### src/rtl/status_board_writer.sv
// status_board_writer: write-back stage of the board datapath.
// It takes one move (idx_a, idx_b, sum) over a valid/ready handshake and
// validates it. A valid move updates the N-slot 4-bit board and the
// score/move counters. This block is the only writer of the board.
// Build option: define STATUS_REFILL_EN to refill consumed slots from a
// 16-bit Galois LFSR. Without it, consumed slots are left empty (0).
module status_board_writer #(
  parameter int          N    = 10,
  parameter logic [15:0] SEED = 16'hACE1
) (
  input  logic           clk,
  input  logic           rst,
  input  logic           req_valid,
  output logic           req_ready,
  input  logic [3:0]     idx_a,
  input  logic [3:0]     idx_b,
  input  logic [3:0]     sum,
  output logic [N*4-1:0] status,
  output logic [7:0]     score,
  output logic [7:0]     moves,
  output logic           done,
  output logic           err,
  output logic           board_clear
);

  // state      | meaning
  // S_IDLE     | ready for a move; req_ready high
  // S_CHECK    | validate latched indices, sum and slot occupancy
  // S_WRITE    | slot b <= sum, bump counters (slot a cleared without refill)
  // S_REFILL_A | slot a <= LFSR-derived value 1..9
  // S_REFILL_B | slot b <= LFSR-derived value 1..9 (only after a sum of 0)
  // S_ERR      | one-cycle err pulse, board untouched
  // S_DONE     | one-cycle done pulse
  typedef enum logic [2:0] {
    S_IDLE, S_CHECK, S_WRITE, S_REFILL_A, S_REFILL_B, S_ERR, S_DONE
  } state_t;

  localparam logic [3:0] N_IDX = 4'(N);

  // Slot i starts at (i mod 9)+1, so the reset board has no empty slots.
  function automatic logic [N*4-1:0] reset_board();
    logic [N*4-1:0] b;
    b = '0;
    for (int i = 0; i < N; i++) begin
      b[i*4 +: 4] = 4'((i % 9) + 1);
    end
    return b;
  endfunction

  state_t         state_q, state_d;
  logic [3:0]     a_q, a_d;
  logic [3:0]     b_q, b_d;
  logic [3:0]     sum_q, sum_d;
  logic [N*4-1:0] status_q, status_d;
  logic [7:0]     score_q, score_d;
  logic [7:0]     moves_q, moves_d;
  logic [3:0]     slot_a, slot_b;

`ifdef STATUS_REFILL_EN
  localparam logic [15:0] SEED_EFF = (SEED == 16'h0000) ? 16'h0001 : SEED;

  logic [15:0] lfsr_q, lfsr_d;
  logic [3:0]  refill_val;

  // Galois LFSR for x^16+x^14+x^13+x^11+1, free-running every cycle.
  always_comb begin
    lfsr_d     = {1'b0, lfsr_q[15:1]} ^ (lfsr_q[0] ? 16'hB400 : 16'h0000);
    refill_val = (lfsr_q[3:0] % 4'd9) + 4'd1;
  end

  // LFSR register.
  always_ff @(posedge clk or posedge rst) begin
    if (rst) lfsr_q <= SEED_EFF;
    else     lfsr_q <= lfsr_d;
  end
`else
  logic unused_seed;
  assign unused_seed = ^SEED;
`endif

  // Registers: FSM state, latched move, board and counters.
  always_ff @(posedge clk or posedge rst) begin
    if (rst) begin
      state_q  <= S_IDLE;
      a_q      <= '0;
      b_q      <= '0;
      sum_q    <= '0;
      status_q <= reset_board();
      score_q  <= '0;
      moves_q  <= '0;
    end else begin
      state_q  <= state_d;
      a_q      <= a_d;
      b_q      <= b_d;
      sum_q    <= sum_d;
      status_q <= status_d;
      score_q  <= score_d;
      moves_q  <= moves_d;
    end
  end

  // Next-state, move latch and board/counter updates.
  always_comb begin
    state_d  = state_q;
    a_d      = a_q;
    b_d      = b_q;
    sum_d    = sum_q;
    status_d = status_q;
    score_d  = score_q;
    moves_d  = moves_q;
    slot_a   = '0;
    slot_b   = '0;
    for (int i = 0; i < N; i++) begin
      if (a_q == 4'(i)) slot_a = status_q[i*4 +: 4];
      if (b_q == 4'(i)) slot_b = status_q[i*4 +: 4];
    end

    case (state_q)
      S_IDLE: begin
        if (req_valid) begin
          a_d     = idx_a;
          b_d     = idx_b;
          sum_d   = sum;
          state_d = S_CHECK;
        end
      end
      S_CHECK: begin
        // Index bounds are tested first; slot_a/slot_b read 0 when out of range.
        if (a_q >= N_IDX || b_q >= N_IDX || a_q == b_q || sum_q > 4'd9 ||
            slot_a == 4'd0 || slot_b == 4'd0)
          state_d = S_ERR;
        else
          state_d = S_WRITE;
      end
      S_WRITE: begin
        for (int i = 0; i < N; i++) begin
          if (b_q == 4'(i)) status_d[i*4 +: 4] = sum_q;
`ifndef STATUS_REFILL_EN
          if (a_q == 4'(i)) status_d[i*4 +: 4] = 4'd0;
`endif
        end
        moves_d = moves_q + 8'd1;
        if (sum_q == 4'd0 && score_q != 8'hFF) score_d = score_q + 8'd1;
`ifdef STATUS_REFILL_EN
        state_d = S_REFILL_A;
`else
        state_d = S_DONE;
`endif
      end
`ifdef STATUS_REFILL_EN
      S_REFILL_A: begin
        for (int i = 0; i < N; i++) begin
          if (a_q == 4'(i)) status_d[i*4 +: 4] = refill_val;
        end
        state_d = (sum_q == 4'd0) ? S_REFILL_B : S_DONE;
      end
      S_REFILL_B: begin
        for (int i = 0; i < N; i++) begin
          if (b_q == 4'(i)) status_d[i*4 +: 4] = refill_val;
        end
        state_d = S_DONE;
      end
`endif
      S_ERR:   state_d = S_IDLE;
      S_DONE:  state_d = S_IDLE;
      default: state_d = S_IDLE;
    endcase
  end

  // Moore outputs.
  always_comb begin
    req_ready   = (state_q == S_IDLE);
    done        = (state_q == S_DONE);
    err         = (state_q == S_ERR);
    status      = status_q;
    score       = score_q;
    moves       = moves_q;
    board_clear = (status_q == '0);
  end

endmodule

### config.mk
export PLATFORM = sky130hd
export DESIGN_NAME = status_board_writer
export DESIGN_NICKNAME = d
export VERILOG_FILES = /design/src/rtl/status_board_writer.sv
export SDC_FILE = /design/constraint.sdc
export NUM_CORES = 1
export LEC_CHECK = 0
export CORE_MARGIN = 1.5
export CORE_UTILIZATION = 25
export CTS_BUF_LIST = sky130_fd_sc_hd__clkbuf_4 sky130_fd_sc_hd__clkbuf_8
export DETAILED_ROUTE_END_ITERATION = 16
export SLEW_MARGIN = 20
export SYNTH_ARGS = -nofsm -noshare
export SYNTH_HDL_FRONTEND = slang
export SYNTH_SLANG_ARGS = --single-unit
### constraint.sdc
create_clock -name clk -period 2.45 [get_ports clk]
set_clock_uncertainty 0.15 [all_clocks]
set_input_delay 0.245 -clock clk [delete_from_list [all_inputs] [get_ports clk]]
set_output_delay 0.245 -clock clk [all_outputs]
set_load 0.02 [all_outputs]
==> results of run 1 <==
## logic make-up after synthesis
| kind of cell | count (synthesis) |
|---|---|
| DFF | 71 |
| xor gates and xnor gates | 19 |
| adders and majority gates | 2 |
| muxes | 10 |
| AOI/OAI and AO/OA | 88 |
| and+or+nand+nor | 159 |
| buffers and inverters | 26 |
## registers in the layout, indices dropped and copies added (netlist names)
register  cells
score         8
b_q           4
sum_q         4
moves         8
status       40
state_q       3
a_q           4
## cell usage in the layout (no fill, tap or decap), types with 3 or more instances in the layout
master	count
a21oi_1	3
xor2_1	8
dfrtp_1	55
o21ai_1	30
inv_2	3
o21ai_0	10
nand4_1	7
inv_1	4
nand3_1	6
buf_4	41
clkbuf_8	10
nor2b_1	5
clkdlybuf4s50_1	73
nand2b_1	4
nor2_1	21
mux2_2	8
a22o_1	18
nor4_1	12
nand2_1	69
dfstp_2	16
nor3_1	12
xnor2_1	11
a211oi_1	5
## Yosys cell counts, types with 3 or more instances
| cell type | number | area (µm²) |
|---|---|---|
| buf_2 | 5 | 25.0 |
| nor2_1 | 21 | 78.8 |
| o41ai_1 | 3 | 26.3 |
| nor4_1 | 12 | 75.1 |
| nand2_1 | 69 | 259 |
| inv_1 | 5 | 18.8 |
| dfstp_2 | 16 | 420 |
| nand3_1 | 6 | 30.0 |
| clkbuf_1 | 14 | 52.6 |
| mux2_2 | 8 | 90.1 |
| nor3_1 | 13 | 65.1 |
| nand4_1 | 7 | 43.8 |
| xor2_1 | 8 | 70.1 |
| a22o_1 | 18 | 158 |
| o21ai_0 | 10 | 50.1 |
| nand2b_1 | 4 | 25.0 |
| a21oi_1 | 3 | 15.0 |
| xnor2_1 | 11 | 96.3 |
| nor2b_1 | 5 | 31.3 |
| a211oi_1 | 5 | 37.5 |
| o21ai_1 | 30 | 150 |
| dfrtp_1 | 55 | 1380 |
## where the power goes
part | internal (mW) | switching (mW) | leakage, nW
Combinational | 1.00 | 1.24 | 1.11
Clock | 0.614 | 0.459 | 0.117
Sequential | 1.37 | 0.289 | 0.905
Total | 2.99 | 1.99 | 2.13
## path summary, 6_finish.rpt
kind / to / slack (ps) / depth (start not counted) / start
worst min register to register: status[36] / 320 / 2 / status[36]
worst min-delay path: score[7] / 120 / 3 / rst
worst max register to register: state_q[1] / 160 / 6 / a_q[1]
max in group asynchronous: status[18] / 1670 / 3 / rst
min in group clk: a_q[3] / 310 / 3 / idx_a[3]
worst max-delay path: board_clear / 110 / 5 / status[4]
## critical path, cell delays in order, from the launching register on
cell and delay [ps]:
dfrtp_1 370, or2_2 310, nor3_1 170, nand4_1 200, nor3_2 250, clkdlybuf4s15_2 280
## area by class of cell
class,count,area share (%)
timing repair buffer,116,21.1
multi-input combinational,278,34.1
tap,180,4.44
clock inverter,5,1.63
clock buffer,11,2.86
inverter,7,0.517
sequential,71,35.4
## what timing repair did
item | CTS | global route
gates resized for setup | 4 | 2
endpoints found under the setup margin | 1 | 3
pin swaps | 0 | 0
## metal layers
| layer | track usage, % | up-vias | share of wire, % |
|---|---|---|---|
| li1 | - | 1577 | - |
| met1 | 19.1 | 1614 | 45 |
| met2 | 25.1 | 94 | 48 |
| met3 | 4.61 | 16 | 5.7 |
| met4 | 5.32 | 0 | 1.5 |
| met5 | 0 | - | 0 |
==> impl_metrics.sql, run 1 <==
INSERT INTO impl_metrics (metric_group, metric, value, unit) VALUES
('timing', 'accumulated_negative_setup_slack', '0', 'ps'),
('clock_network', 'postCtsHoldBufs', '0', ''),
('route', 'routed-via-count', '3301', ''),
('synth', 'yosysWarnings', '0', ''),
('floorplanning', 'area_of_the_die', '15200', 'µm²'),
('placement', 'placedCellCount', '652', ''),
('synth', 'synth_simple_gate_area_share', '21.9', '%'),
('grt', 'first_global_vias', '3349', ''),
('pwr', 'power_per_standard_cell_area', '979', 'nW/µm²'),
('timing', 'finalHoldWorstSlack', '120', 'ps'),
('floorplanning', 'coreArea', '14000', 'µm²'),
('min_path', 'min-delay-path-class', 'in -> async', ''),
('worst_setup_path', 'timing.critical_path.from_type', 'flip-flop', ''),
('route', 'drcViolationCount', '0', ''),
('route', 'drt-pass1-iter-count', '4', ''),
('pwr', 'power.leakage', '2.13', 'nW'),
('timing', 'final-setup-viol-count', '0', ''),
('pwr', 'worst_ir_drop_vdd', '0.432', 'mV'),
('synth', 'synth-adder-area-share', '0.691', '%'),
('grt', 'grt_util_all_layers', '15.3', '%'),
('floorplanning', 'top_level_ports', '75', ''),
('grt', 'grt_antenna_before_repair', '0', ''),
('clock_network', 'cts_max_path_buffers', '2', ''),
('clock_network', 'cts.repair_timing.setup_buffer_count', '0', ''),
('synth', 'synth_edf_count', '0', ''),
('worst_setup_path', 'cp_max_fo', '2', ''),
('synth', 'synthCells', '375', ''),
('cells_and_area', 'layout.area.seq', '1800', 'µm²'),
('worst_setup_path', 'worst-setup-path-type', 'reg -> out', ''),
('worst_setup_path', 'timing.critical_path.required', '2060', 'ps'),
('run', 'maxCapViolations', '0', ''),
('synth', 'synth_cell_types', '58', ''),
('clock_network', 'clock_tree_from_tritoncts', 'built', ''),
('synth', 'xor_xnor_portion_of_the_synthesized_cell_area', '4.60', '%'),
('floorplanning', 'initial_utilization', '25.9', '%'),
('synth', 'dominantRegCellSynth', 'dfrtp_1', ''),
('placement', 'port-buffer-count', '74', ''),
('clock_network', 'tritoncts_num_sinks', '71', ''),
('route', 'ant_nets', '0', ''),
('run_status', 'status', 'complete, no violations', ''),
('timing', 'rsz0062_at_grt', 'false', ''),
('clock_network', 'insertion_delay', '370', 'ps'),
('timing', 'maxClockFrequency', '428', 'MHz'),
('cells_and_area', 'area_of_combinational_cells_with_multiple_inputs', '1730', 'µm²'),
('cells_and_area', 'utilization', '36.3', '%'),
('floorplanning', 'rows', '43', ''),
('cells_and_area', 'antennaDiodeCount', '0', ''),
('synth', 'synth-async-reset-ratio', '100', '%'),
('placement', 'placed_area', '4840', 'µm²'),
('placement', 'post-dp-hpwl', '7980', 'µm'),
('cells_and_area', 'area_growth', '40.3', '%'),
('route', 'post_detailed_routing_wire_length', '10900', 'µm'),
('timing', 'timing_hold_violations_final', '0', ''),
('route', 'drt-initial-drc-count', '133', ''),
('synth', 'syn-mean-instance-area', '9.65', 'µm²'),
('grt', 'grt_max_degree', '72', ''),
('synth', 'multiplexer_area_fraction_after_synthesis', '3.42', '%'),
('cells_and_area', 'stdcell_area', '5080', 'µm²'),
('timing', 'slew_headroom', '54.9', '%'),
('synth', 'cell_area_synth', '3620', 'µm²'),
('placement', 'routabilityCongestion', '0.840', ''),
('synth', 'synth-seq-area-share', '49.6', '%'),
('timing', 'worst_slew_pin_slew', '670', 'ps'),
('clock_network', 'numCtsBuffers', '9', ''),
('timing', 'setup_ws', '113', 'ps'),
('timing', 'timing.final.crit_period', '2340', 'ps'),
('cells_and_area', 'drive_above_1_share', '19.5', '%'),
('clock_network', 'clk_pin_slew_worst_paths', '80', 'ps'),
('floorplanning', 'dieWidth', '123', 'µm'),
('cells_and_area', 'fillCellCount', '1424', ''),
('grt', 'grt_pass1_wl', '17500', 'µm');
(Power assumes the default switching activity.)
==> run 2: changes to the inputs <==
--- a/config.mk
+++ b/config.mk
@@ -8,6 +8,7 @@
 export CORE_MARGIN = 1.5
 export CORE_UTILIZATION = 25
 export CTS_BUF_LIST = sky130_fd_sc_hd__clkbuf_4 sky130_fd_sc_hd__clkbuf_8
+export CTS_CLUSTER_DIAMETER = 100
 export DETAILED_ROUTE_END_ITERATION = 16
 export SLEW_MARGIN = 20
 export SYNTH_ARGS = -nofsm -noshare
==> constraint.sdc (replaced) <==
create_clock -name clk -period 2.97 [get_ports clk]
set_clock_uncertainty 0.15 [all_clocks]
set_input_delay 0.297 -clock clk [delete_from_list [all_inputs] [get_ports clk]]
set_output_delay 0.297 -clock clk [all_outputs]
set_load 0.02 [all_outputs]
==> impl_metrics.sql, run 2 (synthesis gave the netlist of run 1 again) <==
INSERT INTO impl_metrics (metric_group, metric, value, unit) VALUES
('route', 'drt-initial-drc-count', '233', ''),
('clock_network', 'postCtsResizedCells', '0', ''),
('cells_and_area', 'antennaDiodeCount', '0', ''),
('timing', 'final-setup-viol-count', '0', ''),
('route', 'drt-wirelength-per-cell', '17.0', 'µm'),
('route', 'routed-via-count', '3240', ''),
('cells_and_area', 'area_growth', '31.8', '%'),
('placement', 'routabilityCongestion', '0.834', ''),
('pwr', 'worst_ir_drop_vdd', '0.285', 'mV'),
('timing', 'slew_headroom', '53.2', '%'),
('timing', 'timing_hold_violations_final', '0', ''),
('timing', 'timing.final.crit_period', '2860', 'ps'),
('grt', 'grt.met1_usage', '20.2', '%'),
('run', 'maxCapViolations', '0', ''),
('clock_network', 'clock-root-buffer', 'clkbuf_8', ''),
('placement', 'post-dp-hpwl', '7840', 'µm'),
('worst_setup_path', 'worst-setup-path-type', 'reg -> out', ''),
('timing', 'maxClockFrequency', '350', 'MHz'),
('grt', 'grt_pass1_wl', '17300', 'µm'),
('cells_and_area', 'final_cell_mix', '74 x clkdlybuf4s50_1, 69 x nand2_1, 55 x dfrtp_1', ''),
('grt', 'grt_util_all_layers', '15.0', '%'),
('worst_setup_path', 'cp_data_arrival_time', '2410', 'ps'),
('clock_network', 'tritoncts_num_sinks', '71', ''),
('cells_and_area', 'mostFrequentLayoutCell', 'clkdlybuf4s50_1', ''),
('cells_and_area', 'numnets_final', '469', ''),
('timing', 'rsz0062_at_grt', 'false', ''),
('cells_and_area', 'fillCellCount', '1467', ''),
('placement', 'port-buffer-count', '74', ''),
('timing', 'timing.final.crit_share', '96.3', '%'),
('route', 'drt-pass1-iter-count', '5', ''),
('clock_network', 'clock_tree_from_tritoncts', 'built', ''),
('timing', 'accumulated_negative_setup_slack', '0', 'ps'),
('clock_network', 'cts-htree-levels', '3', ''),
('timing', 'slew_viol_final', '0', ''),
('cells_and_area', 'largest_register_ff_count', '40', ''),
('run_status', 'status', 'complete, no violations', ''),
('pwr', 'power.leakage', '1.94', 'nW'),
('timing', 'worst_slew_pin_slew', '695', 'ps'),
('clock_network', 'postCtsHoldBufs', '0', ''),
('grt', 'global_route.peak_usage_layer', 'met2', ''),
('clock_network', 'clk_pin_slew_worst_paths', '80', 'ps'),
('grt', 'grt_max_degree', '29', ''),
('worst_setup_path', 'worst_setup_path_end_kind', 'primary output', ''),
('worst_setup_path', 'timing.critical_path.required', '2520', 'ps'),
('route', 'post_detailed_routing_wire_length', '10900', 'µm'),
('clock_network', 'cts.repair_timing.setup_buffer_count', '0', ''),
('worst_setup_path', 'cp_max_fo', '4', ''),
('worst_setup_path', 'worst_path_largest_cell_delay', '650', 'ps'),
('cells_and_area', 'drive_above_1_share', '13.3', '%'),
('worst_setup_path', 'timing.critical_path.from_type', 'flip-flop', ''),
('clock_network', 'numCtsBuffers', '9', ''),
('clock_network', 'insertion_delay', '360', 'ps'),
('floorplanning', 'initial_utilization', '25.9', '%'),
('pwr', 'power_per_standard_cell_area', '791', 'nW/µm²'),
('floorplanning', 'dieWidth', '123', 'µm'),
('worst_setup_path', 'crit_path_top_delay_cell', 'clkdlybuf4s50_1', ''),
('floorplanning', 'top_level_ports', '75', ''),
('grt', 'globalRoute.totalOverflow', '0', ''),
('grt', 'gr-usage-met2', '23.8', '%'),
('floorplanning', 'rows', '43', ''),
('grt', 'grt_antenna_before_repair', '0', ''),
('clock_network', 'cts_max_path_buffers', '2', ''),
('route', 'drcViolationCount', '0', ''),
('floorplanning', 'coreArea', '14000', 'µm²'),
('floorplanning', 'area_of_the_die', '15200', 'µm²'),
('grt', 'met3_demand_to_capacity_share_in_global_routing', '4.01', '%'),
('floorplanning', 'fp.dieH', '123', 'µm'),
('route', 'ant_nets', '0', ''),
('route', 'detail_route.vias_per_cell', '5.09', ''),
('min_path', 'min-delay-path-class', 'in -> async', ''),
('grt', 'first_global_vias', '3136', ''),
('worst_setup_path', 'timing.critical_path.cells', 'nor4_1, nand4_1, nor3_1, clkdlybuf4s50_1', ''),
('cells_and_area', 'final_cell_count_no_fill', '637', ''),
('placement', 'placedCellCount', '621', '');
## run 2: changes by cell type in the layout (fill, tap and decap cells not counted), sizes merged
cell / delta
buf: -31
bufinv: -2
clkinvlp: +2
inv: +2
clkbuf: -1
clkdlybuf4s15: -1
clkdlybuf4s50: +1
clkinv: -1
## run 2: worst paths after layout
kind	startpoint	endpoint	slack, ps	cells past startpoint
setup / recovery	status[24]	board_clear	110	4
hold / removal	rst	score[7]	110	2
setup reg to reg	a_q[1]	state_q[1]	370	6
hold reg to reg	status[36]	status[36]	320	2
max in group asynchronous	rst	status[0]	1780	3
min in group clk	status[36]	status[36]	320	2
## run 2: area by class of cell
class                   count  area [µm²]  share of cell area (%)
clock buffers              10         138                    2.88
multi-input cells         278        1720                    36.0
flip-flops and latches     71        1800                    37.7
inverters                   7        26.3                   0.551
well taps                 180         225                    4.72
clock inverters             6        42.5                   0.892
repair buffers             85         823                    17.3
## run 2: worst max-delay path: cells and delay by family (launching register included)
kind	cells	cell delay, ps
and+or+nand+nor	3	1010
buffers and inverters	1	650
DFF	1	390
## run 2: layer usage
layer	share of wire [%]	routed length, µm	vias up
li1	-	-	1516
met1	45	4910	1574
met2	46	5000	137
met3	7.5	817	13
met4	1.1	122	0
met5	0	0	-
## run 2: where the power goes
part	internal [mW]	switching (mW)
combinational	0.685	0.876
clock	0.328	0.393
sequential	1.13	0.364
total	2.14	1.63
## run 2: through the flow
step	setup slack (ps)	cell area, µm²	total power [mW]	hold WS, ps	util, %
2_1_floorplan	618	3620	2.40	264	-
3_3_place_gp	475	4590	3.05	304	32.8
3_5_place_dp	415	4590	3.05	316	32.8
4_1_cts	91.2	4770	3.78	132	34.1
5_1_grt	27.2	4770	4.00	154	34.1
6_report	110	4770	3.77	109	34.1
==> patch 1, RTL diff (config.mk and constraints of run 1) <==
Change the parameter `N` from 10 to 5.
--- a/src/rtl/status_board_writer.sv
+++ b/src/rtl/status_board_writer.sv
@@ -6,5 +6,5 @@
 // 16-bit Galois LFSR. Without it, consumed slots are left empty (0).
 module status_board_writer #(
-  parameter int          N    = 10,
+  parameter int          N    = 5,
   parameter logic [15:0] SEED = 16'hACE1
 ) (
Ports: changed (resized status); port bits go from 75 to 55. The function was not compared with the original's and may differ.
==> patch 1 against run 1 <==
Core utilization shrank 1.6 points; wire length shrank 48%; non-clock buffer count shrank 52; die area shrank 34%; first-iteration DRC count shrank 17%; power shrank 53%; clock power shrank 56%; critical endpoint is now state_q[1]; design area shrank 37%; sequential cell count shrank 20; largest cell class unchanged; critical path depth is the same; synthesized area shrank 34%; count of clock-buffer cells in the layout shrank 6; worst setup slack lost 21 ps.
==> patch 1: results (changes against run 1) <==
Synthesis
  • Top post-synthesis cells by count: nand2_1 (55), dfrtp_1 (44), o21ai_0 (22) (was nand2_1 (69), dfrtp_1 (55), o21ai_1 (30), nor2_1 (21), a22o_1 (18))
  • Post-Syn Nets: 258 (was 392)

Route
  • Wire per inst: 13.3 um (was 16.4 um)
  • Via count: 1932 (was 3301)
  • DRT iter0 DRCs: 110 (was 133)

Cells and area
  • Max reg flops: 20 (was 40)
  • Fillcell total: 967 (was 1424)

Place
  • Dpl ws: 154 ps (was 66.7 ps)
  • HPWL Detailed: 4290 um (was 7980 um)
  • GPL Wtd Cong: 0.791 (was 0.840)
  • DP Area: 3120 um2 (was 4840 um2)
  • I/O Buffers: 54 (was 74)

Power
  • Sw Pwr: 0.000845 W (was 0.00199 W)
  • Seq pwr: 0.00120 W (was 0.00166 W)
  • Reg power frac: 51.5% (was 33.4%)
  • P_clk: 0.000468 W (was 0.00107 W)
  • Leakage: 1.39 nW (was 2.13 nW)

Global route
  • Gr usage total: 12.0% (was 15.3%)
  • First-pass GRT wire length: 9500 um (was 17500 um)
  • Largest net degree at the start of global routing: 44 (was 72)

Status
  • Status: finished clean (unchanged)

Clock tree
  • Deepest level of the CTS H-tree: 2 (was 3)

Worst setup path
  • Arrival @ worst endpoint: 2430 ps (was 1940 ps)
  • CP max FO: 8 (was 2)
  • Reg2reg start: a_q[0] (was a_q[1])
## patch 1: worst max-delay path by stage
stage | start | to | slack (ps)
floorplan | state_q[0] | a_q[0] | 130
global placement | a_q[0] | state_q[1] | 210
detailed placement | a_q[0] | state_q[1] | 150
CTS | status[11] | board_clear | 6
global route | a_q[0] | state_q[1] | 30
finish | a_q[0] | state_q[1] | 90
## patch 1: metal layers
layer / part of all wire (%) / GRT usage [%]
met5: 0 / 0
met4: 0.32 / 2.60
met3: 4.2 / 2.43
met2: 45 / 18.9
met1: 50 / 17.1
## patch 1: through the flow
stage / hold slack (ps) / cells
6_report: 27.8 / 431
3_3_place_gp: 312 / 423
2_1_floorplan: 212 / 241
5_1_grt: 38.9 / 431
3_5_place_dp: 316 / 423
4_1_cts: 25.6 / 431
## patch 1: cells by family (layout without fill, tap and decap cells)
| kind of cell | Yosys count | after routing | synth area share (%) |
|---|---|---|---|
| compound gates | 40 | 40 | 9.88 |
| xor+xnor | 17 | 17 | 6.26 |
| fa+ha+maj | 2 | 2 | 1.05 |
| buf+inv | 19 | 80 | 3.15 |
| flops | 51 | 51 | 54.0 |
| mux | 11 | 11 | 5.21 |
| simple gates | 101 | 101 | 20.5 |
## patch 1: what timing repair did
action | 4_1_cts | 5_1_grt
hold buffers | 0 | 0
gates resized for setup | 0 | 1
endpoints found under the setup margin | 0 | 1
## patch 1: cell type report
cell class                      count  area (um2)  area share [%]
Sequential cell                    51        1280            40.0
Inverter                            8        30.0           0.935
Tap cell                          129         161            5.03
Clock buffer                        5        68.8            2.14
Timing Repair Buffer               64         631            19.6
Multi-Input combinational cell    171        1020            31.8
Clock inverter                      3        15.0           0.468
## patch 1: worst max-delay path, stage by stage (launching register included)
cell and delay (ps):
dfrtp_1 450, or4_1 680, o221ai_2 210, nor2_1 100
or4_1 530, a21oi_1 170
==> patch 2, RTL diff (config.mk and constraints of run 1) <==
Made on the original files. `b_q` no longer has a reset.
--- a/src/rtl/status_board_writer.sv
+++ b/src/rtl/status_board_writer.sv
@@ -84,5 +84,4 @@
       state_q  <= S_IDLE;
       a_q      <= '0;
-      b_q      <= '0;
       sum_q    <= '0;
       status_q <= reset_board();
@@ -92,5 +91,4 @@
       state_q  <= state_d;
       a_q      <= a_d;
-      b_q      <= b_d;
       sum_q    <= sum_d;
       status_q <= status_d;
@@ -98,4 +96,8 @@
       moves_q  <= moves_d;
     end
+  end
+
+  always_ff @(posedge clk) begin
+    b_q <= b_d;
   end
 
Check against the original RTL: same outputs for any inputs over 4 cycles, from zero or initial values and one cycle with rst high; that may be too few to reach the edited logic, so the function may still have changed.
==> patch 2 against run 1 <==
Synthesized area grew 0.59%; wire length is 0.27% higher; sequential cell count unchanged; power fell by 9.2%; register-to-register slack better by 90 ps; worst setup slack worse by 94 ps; via count shrank 3.7%; design area shrank 1.3%; critical endpoint unchanged; highest routed layer unchanged.
==> patch 2: results (changes against run 1) <==
STA
  • Worst slew pin tran: 681 ps (was 670 ps)

Power
  • Leakage: 2.10 nW (was 2.13 nW)
  • Maximum VDD drop: 0.517 mV (was 0.432 mV)

Cells and area
  • Fin nets: 496 (was 500)
  • Share of layout cells above drive strength 1: 18.8% (was 19.5%)
  • Antenna diodes: 0 (unchanged)

Global route
  • First-pass GRT wire length: 17400 um (was 17500 um)
  • Gr usage total: 15.3% (about the same)
  • Vias in the first global route: 3117 (was 3349)
  • Initial antenna violation count: 0 (unchanged)
  • Largest net degree at the start of global routing: 68 (was 72)

Synthesis
  • Library cells used by synthesis: 58 (unchanged)
  • Mux share of post-synthesis cell area: 4.54% (was 3.42%)
  • Post-Synth XOR/XNOR Area: 4.33% (was 4.60%)
  • Compound-Gate Fraction of Synth Area: 14.6% (was 16.9%)
  • Synth Area in Adders: 0.687% (was 0.691%)
  • Number of synthesized flops with an enable pin: 4 (was 0)
  • Top post-synthesis cells by count: nand2_1 (86), dfrtp_1 (51), o21ai_0 (36), dfstp_2 (16), nor2_1 (13) (was nand2_1 (69), dfrtp_1 (55), o21ai_1 (30), nor2_1 (21), a22o_1 (18))
  • Leading area contributor after synthesis: dfrtp_1 (unchanged)
  • Ys async rst share: 94.4% (was 100%)
  • Sequential fraction of the synthesis area: 49.9% (was 49.6%)
  • Largest cells by area after synthesis: dfrtp_1 (35%), dfstp_2 (12%), nand2_1 (8.9%), o21ai_0 (4.9%), edfxtp_1 (3.3%) (was dfrtp_1 (38%), dfstp_2 (12%), nand2_1 (7.2%), a22o_1 (4.4%), o21ai_1 (4.1%))
  • Post-Syn Nets: 396 (was 392)

Route
  • DRT iter0 DRCs: 242 (was 133)
  • WL final: 11000 um (was 10900 um)
  • Via count: 3178 (was 3301)

Place
  • Dpl ws: 31.5 ps (was 66.7 ps)
  • HPWL Detailed: 8190 um (was 7980 um)
  • GPL Wtd Cong: 0.923 (was 0.840)

Clock tree
  • CTS Buf Count: 9 (unchanged)

Worst setup path
  • Arrival @ worst endpoint: 2040 ps (was 1940 ps)
  • Critical Path Slowest Stage Cell: nor3_1 (was dfrtp_1)
  • CP max FO: 4 (was 2)
  • Max incr delay on CP: 490 ps (was 370 ps)

Status
  • Status: finished clean (unchanged)
## patch 2: cell types whose count changed after synthesis, sizes merged, moves of 5 or more
cell	before	now
a211oi	5	0
clkbuf	14	4
buf	5	13
a22o	18	8
o21ai	40	47
nor2	21	14
nand2	69	86
## patch 2: worst min-delay path: stages
cell,delay [ps]
clkdlybuf4s50_1,420
inv_2,70
buf_12,320
## patch 2: layout make-up
type | instances | area, um2
Fill cell | 1419 | 9030
Sequential cell | 71 | 1820
Multi-Input combinational cell | 281 | 1720
Timing Repair Buffer | 106 | 995
Tap cell | 180 | 225
Clock buffer | 9 | 124
Clock inverter | 7 | 97.6
Inverter | 10 | 37.5
## patch 2: timing repair
action | CTS | global route
hold buffers | 0 | 0
setup buffers | 0 | 1
endpoints found under the setup margin | 1 | 1
pin swaps | 0 | 1
cloned | 0 | 0
resized for setup | 5 | 2
## patch 2: final timing paths
kind	startpoint	to	slack, ps	depth (start not counted)
max reg2reg	a_q[2]	state_q[0]	250	7
max	status[4]	board_clear	20	5
min	rst	score[4]	130	3
min reg2reg	moves[7]	moves[7]	330	1
min in group clk	idx_b[1]	b_q[1]	290	1
max in group asynchronous	rst	status[36]	1680	3
## patch 2: layer usage
metal,vias to the layer above,routed length (um),track usage (%)
met3,13,749,4.08
met4,0,168,4.45
met5,-,0,0
met2,108,4850,23.4
met1,1512,5190,21.1
li1,1545,-,-
## patch 2: metrics by stage
step,instance area [um2],instances
4_1_cts,4990,663
3_5_place_dp,4760,647
3_3_place_gp,4760,647
6_report,5010,664
2_1_floorplan,3640,379
5_1_grt,5010,664
## patch 2: report_power, final
part / total, W / internal (W) / switching (W)
Sequential: 0.00164 / 0.00134 / 0.000293
Clock: 0.00105 / 0.000574 / 0.000475
Combinational: 0.00183 / 0.000848 / 0.000983
Total: 0.00452 / 0.00276 / 0.00175
